$ cat config.mk
export PLATFORM = sky130hd
export DESIGN_NAME = bin2gray_stream
export DESIGN_NICKNAME = d
export VERILOG_FILES = /design/src/rtl/bin2gray_defs.sv /design/src/rtl/gray_fifo2.sv /design/src/rtl/bin2gray_stream.sv
export SDC_FILE = /design/constraint.sdc
export NUM_CORES = 1
export LEC_CHECK = 0
export CORE_ASPECT_RATIO = 1.4
export CORE_UTILIZATION = 38
export DETAILED_ROUTE_END_ITERATION = 8
export PLACE_DENSITY = 0.66
export SLEW_MARGIN = 20
export SYNTH_ARGS = -nofsm -noshare
export SYNTH_HDL_FRONTEND = slang
export SYNTH_SLANG_ARGS = --single-unit
$ cat constraint.sdc
create_clock -name clk -period 3.7 [get_ports clk]
set_clock_uncertainty 0.05 [all_clocks]
set_input_delay 0.37 -clock clk [delete_from_list [all_inputs] [get_ports clk]]
set_output_delay 0.37 -clock clk [all_outputs]
set_load 0.005 [all_outputs]
$ cat src/rtl/bin2gray_defs.sv
// Shared definitions for the binary-to-Gray stream encoder: mode encodings
// and the width-generic helpers (callers zero-extend to MAX_W and truncate).
package bin2gray_defs;

  localparam int unsigned MAX_W = 32;

  typedef enum logic [1:0] {
    ST_CONV  = 2'd0,
    ST_DRAIN = 2'd1,
    ST_CNT   = 2'd2
  } state_e;

  function automatic logic [MAX_W-1:0] bin2gray(input logic [MAX_W-1:0] bin);
    return bin ^ (bin >> 1);
  endfunction

  // True when exactly one bit of x is set.
  function automatic logic is_one_hot(input logic [MAX_W-1:0] x);
    return (x != '0) && ((x & (x - MAX_W'(1))) == '0);
  endfunction

endpackage

$ cat src/rtl/gray_fifo2.sv
// Two-entry FIFO with occupancy count; head reads as zero while empty.
module gray_fifo2 #(
  parameter int WIDTH = 4
) (
  input  logic             clk,
  input  logic             rst,
  input  logic             push,
  input  logic             pop,
  input  logic [WIDTH-1:0] push_data,
  output logic [1:0]       count,
  output logic [WIDTH-1:0] head
);

  logic [WIDTH-1:0] mem [2];
  logic             wr_ptr;
  logic             rd_ptr;
  logic             do_push;
  logic             do_pop;

  assign do_push = push && (count != 2'd2);
  assign do_pop  = pop && (count != 2'd0);

  // NOTE: payload storage is deliberately not reset; head is masked while empty,
  // so stale entries are never observable and the array stays plain RAM.
  always_ff @(posedge clk) begin
    if (do_push) mem[wr_ptr] <= push_data;
  end

  // NOTE: state registers use non-blocking assignments so every flop samples
  // pre-edge values regardless of statement order.
  always_ff @(posedge clk or posedge rst) begin
    if (rst) begin
      wr_ptr <= 1'b0;
      rd_ptr <= 1'b0;
      count  <= 2'd0;
    end else begin
      if (do_push) wr_ptr <= ~wr_ptr;
      if (do_pop)  rd_ptr <= ~rd_ptr;
      case ({do_push, do_pop})
        2'b10:   count <= count + 2'd1;
        2'b01:   count <= count - 2'd1;
        default: count <= count;
      endcase
    end
  end

  assign head = (count != 2'd0) ? mem[rd_ptr] : '0;

endmodule

$ cat src/rtl/bin2gray_stream.sv
// Binary-to-Gray stream encoder with a 2-deep output buffer and a
// free-running Gray counter mode; reports single-bit steps between pops.
module bin2gray_stream
  import bin2gray_defs::*;
#(
  parameter int WIDTH = 4
) (
  input  logic             clk,
  input  logic             rst,
  input  logic             cnt_mode,
  input  logic             in_valid,
  output logic             in_ready,
  input  logic [WIDTH-1:0] in_bin,
  output logic             out_valid,
  input  logic             out_ready,
  output logic [WIDTH-1:0] out_gray,
  output logic             wrap,
  output logic             step_ok,
  output logic             busy
);

  state_e           state;
  state_e           state_nxt;
  logic [1:0]       occ;
  logic [WIDTH-1:0] head;
  logic [WIDTH-1:0] counter;
  logic [WIDTH-1:0] last_gray;
  logic             first_pop;
  logic             accept;
  logic             push;
  logic             pop;
  logic [WIDTH-1:0] push_word;
  logic             counter_clr;

  gray_fifo2 #(.WIDTH(WIDTH)) u_fifo (
    .clk       (clk),
    .rst       (rst),
    .push      (push),
    .pop       (pop),
    .push_data (push_word),
    .count     (occ),
    .head      (head)
  );

  always_ff @(posedge clk or posedge rst) begin
    if (rst) state <= ST_CONV;
    else     state <= state_nxt;
  end

  // NOTE: every signal driven here gets a default first so no path leaves it
  // unassigned, which would otherwise infer a latch.
  always_comb begin
    state_nxt   = state;
    accept      = 1'b0;
    push        = 1'b0;
    push_word   = '0;
    counter_clr = 1'b0;
    case (state)
      ST_CONV: begin
        accept    = (occ != 2'd2);
        push      = in_valid && accept;
        push_word = WIDTH'(bin2gray(MAX_W'(in_bin)));
        if (cnt_mode) state_nxt = ST_DRAIN;
      end
      ST_CNT: begin
        push      = (occ != 2'd2);
        push_word = WIDTH'(bin2gray(MAX_W'(counter)));
        if (!cnt_mode) state_nxt = ST_DRAIN;
      end
      ST_DRAIN: begin
        // Target is whatever cnt_mode says at exit, not at entry.
        if (occ == 2'd0) begin
          state_nxt   = cnt_mode ? ST_CNT : ST_CONV;
          counter_clr = cnt_mode;
        end
      end
      default: state_nxt = ST_CONV;
    endcase
  end

  always_ff @(posedge clk or posedge rst) begin
    if (rst) begin
      counter <= '0;
      wrap    <= 1'b0;
    end else begin
      wrap <= (state == ST_CNT) && push && (&counter);
      if (counter_clr)                    counter <= '0;
      else if ((state == ST_CNT) && push) counter <= counter + WIDTH'(1);
    end
  end

  assign out_valid = (occ != 2'd0);
  assign out_gray  = head;
  assign pop       = out_valid && out_ready;
  assign busy      = out_valid || (state == ST_DRAIN);
  // Combinational ready must read low while reset is held.
  assign in_ready  = accept && !rst;

  always_ff @(posedge clk or posedge rst) begin
    if (rst) begin
      step_ok   <= 1'b0;
      last_gray <= '0;
      first_pop <= 1'b1;
    end else begin
      step_ok <= 1'b0;
      if (pop) begin
        step_ok   <= !first_pop && is_one_hot(MAX_W'(head ^ last_gray));
        last_gray <= head;
        first_pop <= 1'b0;
      end
    end
  end

endmodule
-- After elaboration in Yosys (flattened, before gate mapping)
Memory sizes are Yosys's and may differ from the RTL's.
Cells that the tools add are included.
- flip-flop bits (word level): 17
- memory bits (writable): 8
- input bits: 9
- output and inout bits: 9
- logic and storage cells: 66
- memories: 1
- add/sub/neg operators: 4
- eq/ne operators: 8
- muxes and demuxes: 17
- bitwise operators: 6
- reductions and logical operators: 21
- memories (memory ; depth ; bits a word ; read ports ; clocked after memory_dff ; wr ports ; RTL line ; RTL):
    u_fifo.mem ; 2 ; 4 ; 1 ; 0 ; 1 ; gray_fifo2.sv:14 ; logic [WIDTH-1:0] mem [2];
- operator list (operator ; count):
    4-bit by 32-bit AND with 32-bit output ; 1
    32-bit zero test ; 1
    32-bit nonzero test ; 1
    4-bit 2-to-1 mux ; 3
    1-bit logical AND ; 9
    2-bit 2-to-1 mux ; 4
    2-bit inequality test (second input constant) ; 4
    4-bit case mux with 2 select lines ; 1
    4-bit by 3-bit bitwise XOR with 4-bit output ; 2
    1-bit 2-to-1 mux ; 6
    2-bit case mux with 3 select lines ; 1
    2-bit nonzero test ; 3
    4-bit by 1-bit subtractor with 5-bit output (second input constant) ; 1
    4-bit by 1-bit adder with 4-bit output (second input constant) ; 1
    2-bit by 1-bit equality test with 1-bit output (second input constant) ; 2
    2-bit equality test (second input constant) ; 2
    2-bit zero test ; 2
    2-bit case mux with 2 select lines ; 1
    4-bit AND reduction ; 1
    4-bit bitwise XOR ; 1
    3-bit AND reduction ; 1
    2-bit by 1-bit adder with 2-bit output (second input constant) ; 1
    1-bit zero test ; 2
    1-bit inverter ; 2
    other kinds (3) ; 3

-- Logic depth before layout (Yosys ltp)
Gate-level depths: netlist of run 1.
- word-level depth: 9
- depth in mapped cells: 10
- depth with buffers taken out: 8

-- By module
A second synthesis of run 1 with hierarchy kept.
- cells, all modules: 115
- area total of the unflattened synthesis: 1288.7 um^2
- modules (own cells, without submodules) (module ; times used ; cells each ; area an instance (um^2) ; sequential area each (um^2)):
    bin2gray_stream ; 1 ; 79 ; 785.8 ; 326.6
    gray_fifo2 ; 1 ; 36 ; 503.0 ; 340.3

-- Least setup slack after synthesis of run 1
Ideal clock, no wire load.
- path type: register -> register
- start: reg u_fifo.count[0]
- end: reg u_fifo.count[1]
- setup time: 0.125 ns
- data arrival time: 1.736 ns
- required time: 3.525 ns
- slack: 1.789 ns
- cell stages (with the launch flop): 11
- buffers on the path: 2
- period minus slack after synthesis: 1.911 ns
- path through: dfrtp_1 nor2_1 buf_4 inv_1 nand2_1 clkbuf_1 inv_1 ha_1 xnor2_1 nor2_1 xor2_1
- RTL lines (element ; RTL line ; RTL):
    start: declaration ; gray_fifo2.sv:10 ; output logic [1:0] count,
    start signal: assignment ; gray_fifo2.sv:40 ; 2'b10: count <= count + 2'd1;
    start signal: assignment ; gray_fifo2.sv:41 ; 2'b01: count <= count - 2'd1;
    start signal: assignment ; gray_fifo2.sv:42 ; default: count <= count;
    2-bit nonzero test (*) ; bin2gray_stream.sv:92 ; assign out_valid = (occ != 2'd0);
    net out_valid ; bin2gray_stream.sv:14 ; output logic out_valid,
    1-bit logical AND (*) ; bin2gray_stream.sv:94 ; assign pop = out_valid && out_ready;
    net pop ; bin2gray_stream.sv:31 ; logic pop;
    1-bit logical AND (*) ; gray_fifo2.sv:21 ; assign do_pop = pop && (count != 2'd0);
    2-bit by 1-bit equality test with 1-bit output / 2-bit equality test (equally long branches) ; gray_fifo2.sv:39 ; case ({do_push, do_pop})
    2-bit case mux with 2 select lines / 2-bit nonzero test (equally long branches) ; n/a ;
The timed path passes the listed nets; every way through them passes the cells marked *.
A chain may end at the register's enable or synchronous reset.

-- Worst setup path in the final report of run 1
- start: reg u_fifo.count[0]
- end: out out_gray[3]
- word-level cells in the longest chain between the ends: 2
- RTL lines (element ; RTL line ; RTL):
    2-bit nonzero test ; gray_fifo2.sv:47 ; assign head = (count != 2'd0) ? mem[rd_ptr] : '0;
    4-bit 2-to-1 mux ; gray_fifo2.sv:47 ;
    end: declaration ; bin2gray_stream.sv:16 ; output logic [WIDTH-1:0] out_gray,
No other way between the ends.

==> impl_metrics.py, run 1 <==
metrics = {
    "grt": {
        "grtUsageTotal": 0.1383,
        "grt_max_degree": 18,
        "grt_pass1_wl_um": 3829,
        "grt_pass1_vias": 894,
        "grt_overflow": 0,
        "antenna_found_initial": 0,
    },
    "sta": {
        "period_minus_slack_ns": 2.377,
        "drv_slew": 0,
        "hold_violations": 0,
        "period_share": 0.6425,
        "relSlewSlack": 0.5278,
        "whs_ns": 0.4430,
        "max_slew.worst_pin.slew_ns": 0.7057,
        "fin_tns_setup_ns": 0,
        "fmax_mhz": 420.7,
        "setup_viol": 0,
        "rsz0062_at_grt": "no",
    },
    "routing": {
        "dr.pass1.iters": 4,
        "vias_per_cell": 4.842,
        "vias": 828,
        "drt_iter0_drc": 16,
        "drt-total-wl_um": 2039,
        "drc": 0,
        "wl_per_cell_um": 11.92,
        "ant_nets": 0,
    },
    "placement": {
        "place.gp.congestion": 0.7134,
        "dpl.cell_count": 167,
        "portBuffers": 17,
        "dp_hpwl_um": 1618,
    },
    "min_path": {
        "hp-start": "u_fifo.count[1]$_DFFE_PP0P_",
        "min_path_type": "flop to flop",
        "holdPathStages": 1,
    },
    "synthesis": {
        "synthArstFlopShare": 0.6800,
        "synth_edf_count": 8,
        "yosysSeqAreaShare": 0.5170,
        "yosys.cell_types.count": 38,
        "netlist_top_cells_area": "dfrtp_1 31%, edfxtp_1 19%, nor2_1 5.8%",
        "yosysTopAreaCellShare": 0.3104,
        "yosysWarnings": 0,
        "syn_area_um2": 1290,
        "synth-seq-cells": 25,
        "synth_cells": 117,
        "syn_area_per_cell_um2": 11.03,
        "ys.flop_type": "dfrtp_1",
        "synth_top_area_cell": "dfrtp_1",
        "synth_fp_nets": 130,
    },
    "floorplanning": {
        "die_height_um": 70.94,
        "rows": 24,
        "ios": 18,
        "die_w_um": 51.24,
        "core_area_um2": 3183,
        "start_util": 0.4053,
        "die_area_um2": 3635,
    },
    "layout": {
        "nFillCells": 321,
        "area.growth.synth_to_final_pct": 18.14,
        "antennaDiodeCount": 0,
        "fin_nets": 146,
        "multi_input_area_um2": 570.5,
        "drive_gt1_frac": 0.09091,
        "instances_no_fill": 171,
        "regArea_um2": 666.9,
    },
    "power_and_ir_drop": {
        "p_leak_nw": 0.6392,
        "ir_drop_mv": 0.3846,
        "finalPower_w": 0.001194,
        "powerDensity_nw_per_um2": 783.5,
    },
    "cts": {
        "clkTransAtPathRegs_ns": 0.08,
        "cts_resized": 0,
        "cts_setup_buffers": 0,
        "cts_buffers": 3,
        "ctsRootBufferMaster": "clkbuf_8",
        "h-tree-depth": 1,
        "clkLatencyLatePin_ns": 0.26,
        "ctsLongestPathBuffers": 2,
        "cts_tree": "done",
        "cts_hold_buf": 0,
        "numClockSinks": 25,
    },
    "status": {
        "outcome": "finished clean",
    },
    "critical_path": {
        "r2r-start": "u_fifo.count[0]$_DFFE_PP0P_",
        "worstPathArrival_ns": 1.96,
        "required_ns": 3.28,
        "worstSetupStartpointType": "flop",
        "timing.rr.end": "u_fifo.count[1]$_DFFE_PP0P_",
        "ff2ff_setup_slack_ns": 1.43,
        "startpoint": "u_fifo.count[0]$_DFFE_PP0P_",
        "cp-endpoint": "out_gray[3]",
        "crit_type": "flop to output port",
        "crit_path_end_kind": "output port",
        "rr_worst_depth": 8,
        "crit_fanout": 12,
    },
    "run": {
        "cap_violations": 0,
    },
}
-- per-stage QoR --
stage                     utilization  instance area [um^2]  worst slack, ns
after floorplan                     -                  1290            1.789
after global placement         0.4634                  1475            1.537
after detailed placement       0.4634                  1475            1.455
after CTS                      0.4788                  1524            1.314
after global routing           0.4788                  1524            1.123
final                          0.4788                  1524            1.323
-- how the worst min path moves through the flow --
stage	endpoint	slack (ns)
global placement	u_fifo.count[1]$_DFFE_PP0P_	0.42
floorplan	counter[0]$_DFFE_PP0P_	0.25
finish	u_fifo.count[1]$_DFFE_PP0P_	0.44
global route	first_pop$_DFFE_PP1P_	0.45
CTS	u_fifo.count[1]$_DFFE_PP0P_	0.45
detailed placement	u_fifo.count[1]$_DFFE_PP0P_	0.43
-- registers in the layout, summed over array words and instances, names as in the netlist, 2 cells and up --
signal        flops
last_gray         4
u_fifo.count      2
u_fifo.mem        8
counter           4
state             2
-- synthesized netlist by cell type, types with 2 or more instances --
library cell / count
edfxtp_1: 8
xnor2_1: 8
a21oi_1: 3
o21ai_0: 5
xor2_1: 3
nor2_1: 20
mux2i_1: 6
inv_1: 5
nand3b_1: 2
nand2_1: 7
clkbuf_1: 4
dfrtp_1: 16
nor3_1: 2
ha_1: 4
-- where the power goes --
part,switching (W),internal (W)
Clock,0.0000828,0.0000761
Combinational,0.000253,0.000293
Sequential,0.000100,0.000388
-- kinds of logic (layout without fill, tap and decap cells) --
kind of cell / Yosys count / after routing / share of synthesized area
and+or+nand+nor: 41 / 41 / 0.1591
adders and majority gates: 4 / 4 / 0.03880
muxes: 6 / 6 / 0.04656
AOI/OAI and AO/OA: 17 / 17 / 0.08923
buffers and inverters: 11 / 26 / 0.04074
DFF: 25 / 25 / 0.5170
xor gates and xnor gates: 13 / 13 / 0.1086
-- cell type report --
| cell class | count | area share |
|---|---|---|
| clock buffers | 3 | 0.02709 |
| clock inverters | 1 | 0.004926 |
| inverters | 5 | 0.01232 |
| multi-input cells | 81 | 0.3744 |
| flip-flops and latches | 25 | 0.4376 |
| well taps | 39 | 0.03202 |
| repair buffers | 17 | 0.1117 |
-- critical path, cell delays in order, from the launching register on --
cell and delay [ns]:
dfrtp_1 0.43, nor2_1 0.56, nor2_1 0.20, clkdlybuf4s50_1 0.49
-- routing by layer --
metal / part of all wire / GRT usage
met1: 0.42 / 0.1592
met4: 0.0039 / 0.04505
met2: 0.54 / 0.2485
met5: 0 / 0
met3: 0.042 / 0.03011
-- layout by cell type (no fill, tap or decap), types with 2 or more instances in the layout --
cell type | netlist | final
a21oi_1 | 3 | 3
clkbuf_8 | 0 | 3
clkdlybuf4s50_1 | 0 | 17
dfrtp_1 | 16 | 16
edfxtp_1 | 8 | 8
ha_1 | 4 | 4
inv_1 | 5 | 5
mux2i_1 | 6 | 6
nand2_1 | 7 | 7
nand3b_1 | 2 | 2
nor2_1 | 20 | 20
nor3_1 | 2 | 2
o21ai_0 | 5 | 5
xnor2_1 | 8 | 8
xor2_1 | 3 | 3
(Power assumes the default switching activity.)
==> run 2: changes to the inputs <==
--- a/config.mk
+++ b/config.mk
@@ -8,7 +8,7 @@
 export CORE_ASPECT_RATIO = 1.4
 export CORE_UTILIZATION = 38
 export DETAILED_ROUTE_END_ITERATION = 8
-export PLACE_DENSITY = 0.66
+export PLACE_DENSITY = 0.68
 export SLEW_MARGIN = 20
 export SYNTH_ARGS = -nofsm -noshare
 export SYNTH_HDL_FRONTEND = slang
==> constraint.sdc (replaced) <==
create_clock -name clk -period 1.94 [get_ports clk]
set_clock_uncertainty 0.05 [all_clocks]
set_input_delay 0.194 -clock clk [delete_from_list [all_inputs] [get_ports clk]]
set_output_delay 0.194 -clock clk [all_outputs]
set_load 0.005 [all_outputs]
==> run 2 against run 1 <==
  * Clock-buffer cell count stayed put
  * Final cell count up 2.9%
  * Sequential share of layout area down 1.7 points
  * Combinational power grew 120%
  * Critical path depth rose by 1
  * Via count grew 4.1%
  * Non-clock buffer count is 5 higher
  * Power is 100% higher
  * Register-to-register slack got worse by 1.3 ns
  * Flip-flop and latch count stayed put
  * Worst hold slack lost 0.13 ns
  * Cell area increased by 4.5%
  * Critical endpoint unchanged
  * Largest cell class unchanged
  * Highest routed layer is now met3
==> impl_metrics.py, run 2 (same netlist as run 1, synthesis figures left out) <==
metrics = {
    "critical_path": {
        "crit_fanout": 6,
        "timing.rr.end": "u_fifo.count[1]$_DFFE_PP0P_",
        "required_ns": 1.70,
        "worstSetupStartpointType": "flop",
        "startpoint": "u_fifo.count[1]$_DFFE_PP0P_",
        "slowest_stage": "clkdlybuf4s50_1",
        "ff2ff_setup_slack_ns": 0.12,
        "rr_worst_depth": 6,
        "cp-endpoint": "out_gray[3]",
        "crit_path_end_kind": "output port",
        "cp_num_buf_inv": 2,
        "max_stage_delay_ns": 0.53,
        "crit_chain": "nor2_4 -> buf_4 -> nor2_2 -> clkdlybuf4s50_1",
        "cp.depth": 4,
        "worstPathArrival_ns": 1.64,
        "crit_type": "flop to output port",
        "cp_top_family": "buffers and inverters",
        "r2r-start": "u_fifo.count[0]$_DFFE_PP0P_",
    },
    "cts": {
        "numClockSinks": 25,
        "cts_tree": "done",
        "h-tree-depth": 1,
        "cts_hold_buf": 0,
        "clkLatencyLatePin_ns": 0.26,
        "clkTransAtPathRegs_ns": 0.09,
        "ctsLongestPathBuffers": 2,
        "cts_buffers": 3,
        "ctsRootBufferMaster": "clkbuf_8",
    },
    "layout": {
        "final_cell_mix": "18 x nor2_1, 16 x clkdlybuf4s50_1, 14 x dfrtp_1, 8 x xnor2_1, 8 x edfxtp_1",
        "largest-register": "u_fifo.mem",
        "area.growth.synth_to_final_pct": 23.47,
        "antennaDiodeCount": 0,
        "final_common_cell": "nor2_1",
        "fin_nets": 151,
        "nFillCells": 303,
        "drive_gt1_frac": 0.1752,
        "largest_registers": "u_fifo.mem x8, counter x4, last_gray x4",
        "largest_reg_flops": 8,
    },
    "floorplanning": {
        "core_area_um2": 3183,
        "die_area_um2": 3635,
        "die_w_um": 51.24,
        "ios": 18,
        "die_height_um": 70.94,
        "start_util": 0.4053,
        "rows": 24,
    },
    "routing": {
        "wl_per_cell_um": 12.11,
        "drt-total-wl_um": 2131,
        "vias_per_cell": 4.898,
        "drt_iter0_drc": 8,
        "vias": 862,
        "dr.pass1.iters": 4,
        "ant_nets": 0,
        "drc": 0,
    },
    "placement": {
        "pre_cts_ws_ns": 0.09990,
        "portBuffers": 17,
        "place.gp.congestion": 0.7215,
        "dp_hpwl_um": 1653,
    },
    "sta": {
        "max_slew.worst_pin.slew_ns": 0.7035,
        "drv_slew": 0,
        "hold_violations": 0,
        "fmax_mhz": 531.7,
        "period_share": 0.9694,
        "fin_tns_setup_ns": 0,
        "setup_viol": 0,
        "relSlewSlack": 0.5305,
        "fin_ws_ns": 0.05937,
        "period_minus_slack_ns": 1.881,
        "rsz0062_at_grt": "no",
    },
    "power_and_ir_drop": {
        "finalPower_w": 0.002421,
        "p_comb_frac": 0.486,
        "p_leak_nw": 0.6708,
        "power.net_switching_w": 0.0008876,
        "p_seq_frac": 0.386,
        "powerDensity_nw_per_um2": 1520,
        "power_frac_clock": 0.129,
        "switching_share": 0.3666,
        "p_int_w": 0.001533,
        "ir_drop_mv": 0.7924,
    },
    "grt": {
        "antenna_found_initial": 0,
        "grtUsageTotal": 0.1340,
        "grt_pass1_vias": 875,
        "grt_overflow": 0,
        "grt_max_degree": 18,
        "grt_pass1_wl_um": 3691,
    },
    "status": {
        "outcome": "finished clean",
    },
    "min_path": {
        "min_path_type": "primary input to asynchronous set/reset pin",
    },
    "run": {
        "cap_violations": 0,
    },
}
## run 2: routing by layer
metal	share of wire	up-vias	global-route usage	wire [um]
li1	-	445	-	-
met1	0.43	398	0.1484	907
met2	0.53	19	0.2544	1136
met3	0.041	0	0.03011	87
met4	0	0	0.02703	0
met5	0	-	0	0
## run 2: repair_timing
| action | CTS | global route |
|---|---|---|
| endpoints found under the hold margin | 0 | 0 |
| pin swaps | 0 | 1 |
| setup endpoints to repair | 5 | 6 |
| buffers inserted | 0 | 1 |
| gates resized for setup | 3 | 7 |
## run 2: cell type report
type / count / area, um^2 / area share
clock buffer: 3 / 41.29 / 0.02592
clock inverter: 1 / 7.507 / 0.004713
inverter: 5 / 18.77 / 0.01178
multi-input combinational: 81 / 596.8 / 0.3747
sequential: 25 / 669.4 / 0.4203
tap: 39 / 48.80 / 0.03064
timing repair buffer: 22 / 210.2 / 0.1320
## run 2: power by group through the flow
stage	Combinational, W	Sequential, W	Clock [W]
final	0.00118	0.000933	0.000312
after global routing	0.00131	0.000957	0.000342
after CTS	0.00116	0.000916	0.000321
after detailed placement	0.00113	0.000923	0
after global placement	0.00109	0.000916	0
after floorplan	0.000853	0.000859	0
## run 2: worst min path at each step
stage | to | slack (ns) | depth (start not counted)
after floorplan | counter[0]$_DFFE_PP0P_ | 0.07 | 1
after global placement | u_fifo.count[1]$_DFFE_PP0P_ | 0.42 | 1
after detailed placement | first_pop$_DFFE_PP1P_ | 0.44 | 1
after CTS | counter[3]$_DFFE_PP0P_ | 0.33 | 2
after global routing | counter[3]$_DFFE_PP0P_ | 0.38 | 2
final | counter[3]$_DFFE_PP0P_ | 0.31 | 2
## run 2: through the flow
| stage | std cells | cell area, um^2 | utilization | hold WS, ns |
|---|---|---|---|---|
| after floorplan | 117 | 1290 | - | 0.06934 |
| after global placement | 171 | 1505 | 0.4729 | 0.4246 |
| after detailed placement | 171 | 1505 | 0.4729 | 0.4410 |
| after CTS | 175 | 1564 | 0.4914 | 0.3306 |
| after global routing | 176 | 1593 | 0.5004 | 0.3832 |
| final | 176 | 1593 | 0.5004 | 0.3126 |
==> run 3: changes to the inputs <==
--- a/config.mk
+++ b/config.mk
@@ -6,9 +6,10 @@
 export NUM_CORES = 1
 export LEC_CHECK = 0
 export CORE_ASPECT_RATIO = 1.4
-export CORE_UTILIZATION = 38
+export CORE_UTILIZATION = 30
 export DETAILED_ROUTE_END_ITERATION = 8
-export PLACE_DENSITY = 0.68
+export PLACE_DENSITY = 0.58
+export SKIP_CTS_REPAIR_TIMING = 1
 export SLEW_MARGIN = 20
 export SYNTH_ARGS = -nofsm -noshare
 export SYNTH_HDL_FRONTEND = slang
==> run 3 against run 2 <==
  * The run now ends with DRC left
  * First-iteration DRC count rose to 2.8 times the previous value
  * Register-to-register slack improved by 0.02 ns
  * Final cell count is 2.3% higher
  * Clock-buffer cell count grew 1
  * Global-route usage fell by 2.5 points
  * Critical endpoint is now out_gray[2]
  * Worst hold slack worse by 0.00076 ns
  * Highest routed layer is now met4
  * Die area rose by 26%
  * Power shrank 0.65%
  * Largest cell class unchanged
  * Critical path depth down 1
==> impl_metrics.py, run 3 (same netlist as run 1, synthesis figures left out) <==
metrics = {
    "layout": {
        "final_common_cell": "nor2_1",
        "multi_input_area_um2": 591.8,
        "nFillCells": 390,
        "largest_registers": "u_fifo.mem x8, counter x4, last_gray x4",
        "design_area_um2": 1594,
        "final_cell_mix": "18 x nor2_1, 16 x clkdlybuf4s50_1, 13 x dfrtp_1, 8 x xnor2_1, 8 x edfxtp_1",
        "fin_nets": 151,
        "area.growth.synth_to_final_pct": 23.57,
        "antennaDiodeCount": 0,
        "largest-register": "u_fifo.mem",
        "largest_reg_flops": 8,
        "regArea_um2": 670.6,
        "fin_util": 0.3965,
        "instances_no_fill": 180,
        "drive_gt1_frac": 0.1752,
    },
    "cts": {
        "clkLatencyLatePin_ns": 0.26,
        "cts_buffers": 3,
        "clkTransAtPathRegs_ns": 0.09,
        "numClockSinks": 25,
        "cts_tree": "done",
        "ctsRootBufferMaster": "clkbuf_8",
        "ctsLongestPathBuffers": 2,
        "h-tree-depth": 1,
    },
    "sta": {
        "fmax_mhz": 543.1,
        "setup_viol": 0,
        "hold_violations": 0,
        "rsz0062_at_grt": "no",
        "period_share": 0.9491,
        "drv_slew": 0,
        "fin_tns_setup_ns": 0,
        "max_slew.worst_pin.slew_ns": 0.6899,
        "relSlewSlack": 0.5396,
        "period_minus_slack_ns": 1.841,
    },
    "floorplanning": {
        "ios": 18,
        "die_height_um": 79.59,
        "start_util": 0.3209,
        "rows": 27,
        "die_w_um": 57.42,
        "die_area_um2": 4570,
        "core_area_um2": 4020,
    },
    "grt": {
        "grt_pass1_vias": 893,
        "grt_pass1_wl_um": 3857,
        "antenna_found_initial": 0,
        "grt_overflow": 0,
        "grtUsageTotal": 0.1087,
        "grt_max_degree": 18,
    },
    "routing": {
        "drt-total-wl_um": 2201,
        "drt_iter0_drc": 22,
        "dr.pass1.iters": 6,
        "ant_nets": 0,
        "drc": 1,
        "vias_per_cell": 4.772,
        "wl_per_cell_um": 12.23,
        "vias": 859,
    },
    "placement": {
        "place.gp.congestion": 0.6769,
        "place_area_um2": 1510,
        "dpl.cell_count": 175,
        "portBuffers": 17,
        "dp_hpwl_um": 1684,
    },
    "power_and_ir_drop": {
        "ir_drop_mv": 0.5015,
        "p_leak_nw": 0.6711,
        "powerDensity_nw_per_um2": 1509,
    },
    "critical_path": {
        "worstSetupStartpointType": "flop",
        "crit_fanout": 5,
        "crit_type": "flop to output port",
        "required_ns": 1.70,
        "rr_worst_depth": 6,
        "crit_path_end_kind": "output port",
        "worstPathArrival_ns": 1.60,
    },
    "status": {
        "outcome": "complete, but fails checks",
        "violations": "DRC",
    },
    "run": {
        "cap_violations": 0,
    },
    "min_path": {
        "min_path_type": "primary input to asynchronous set/reset pin",
    },
}
## run 3: metal layers
metal	GRT usage	wire length (um)
met1	0.1265	994
met4	0.04146	9
met2	0.1907	1108
met5	0	0
met3	0.02431	89
## run 3: path summary, 6_finish.rpt
path | to | slack (ns) | start
worst max-delay path | out_gray[2] | 0.1 | u_fifo.rd_ptr$_DFFE_PP0P_
worst min-delay path | u_fifo.count[1]$_DFFE_PP0P_ | 0.31 | rst
worst max register to register | u_fifo.count[1]$_DFFE_PP0P_ | 0.14 | u_fifo.count[1]$_DFFE_PP0P_
worst min register to register | first_pop$_DFFE_PP1P_ | 0.45 | first_pop$_DFFE_PP1P_
max in group asynchronous | u_fifo.rd_ptr$_DFFE_PP0P_ | 1.04 | rst
min in group clk | first_pop$_DFFE_PP1P_ | 0.45 | first_pop$_DFFE_PP1P_
## run 3: area by class of cell
| type | count | share of cell area |
|---|---|---|
| clock buffers | 4 | 0.02826 |
| repair buffers | 22 | 0.1342 |
| well taps | 43 | 0.03375 |
| inverters | 5 | 0.01177 |
| multi-input cells | 81 | 0.3713 |
| flip-flops and latches | 25 | 0.4207 |
## run 3: per-stage QoR
| step | total power [W] | hold slack, ns | worst slack, ns |
|---|---|---|---|
| finish | 0.002405 | 0.3118 | 0.09879 |
| global route | 0.002603 | 0.3983 | 0.008184 |
| CTS | 0.002363 | 0.3526 | -0.06957 |
| detailed placement | 0.002054 | 0.4373 | 0.08813 |
| global placement | 0.002013 | 0.4282 | 0.1534 |
| floorplan | 0.001711 | 0.06934 | 0.02890 |
## run 3: report_power, final
part | leakage, nW | total, W | internal [W] | switching (W)
clock | 0.0228 | 0.000299 | 0.000146 | 0.000152
combinational | 0.365 | 0.00116 | 0.000642 | 0.000521
sequential | 0.284 | 0.000943 | 0.000748 | 0.000195
total | 0.671 | 0.00241 | 0.00154 | 0.000868
## run 3: worst max-delay path: stages (launching register included)
cell and delay [ns]:
dfrtp_2 0.47, mux2i_2 0.20, nor2_4 0.15, clkdlybuf4s50_1 0.52
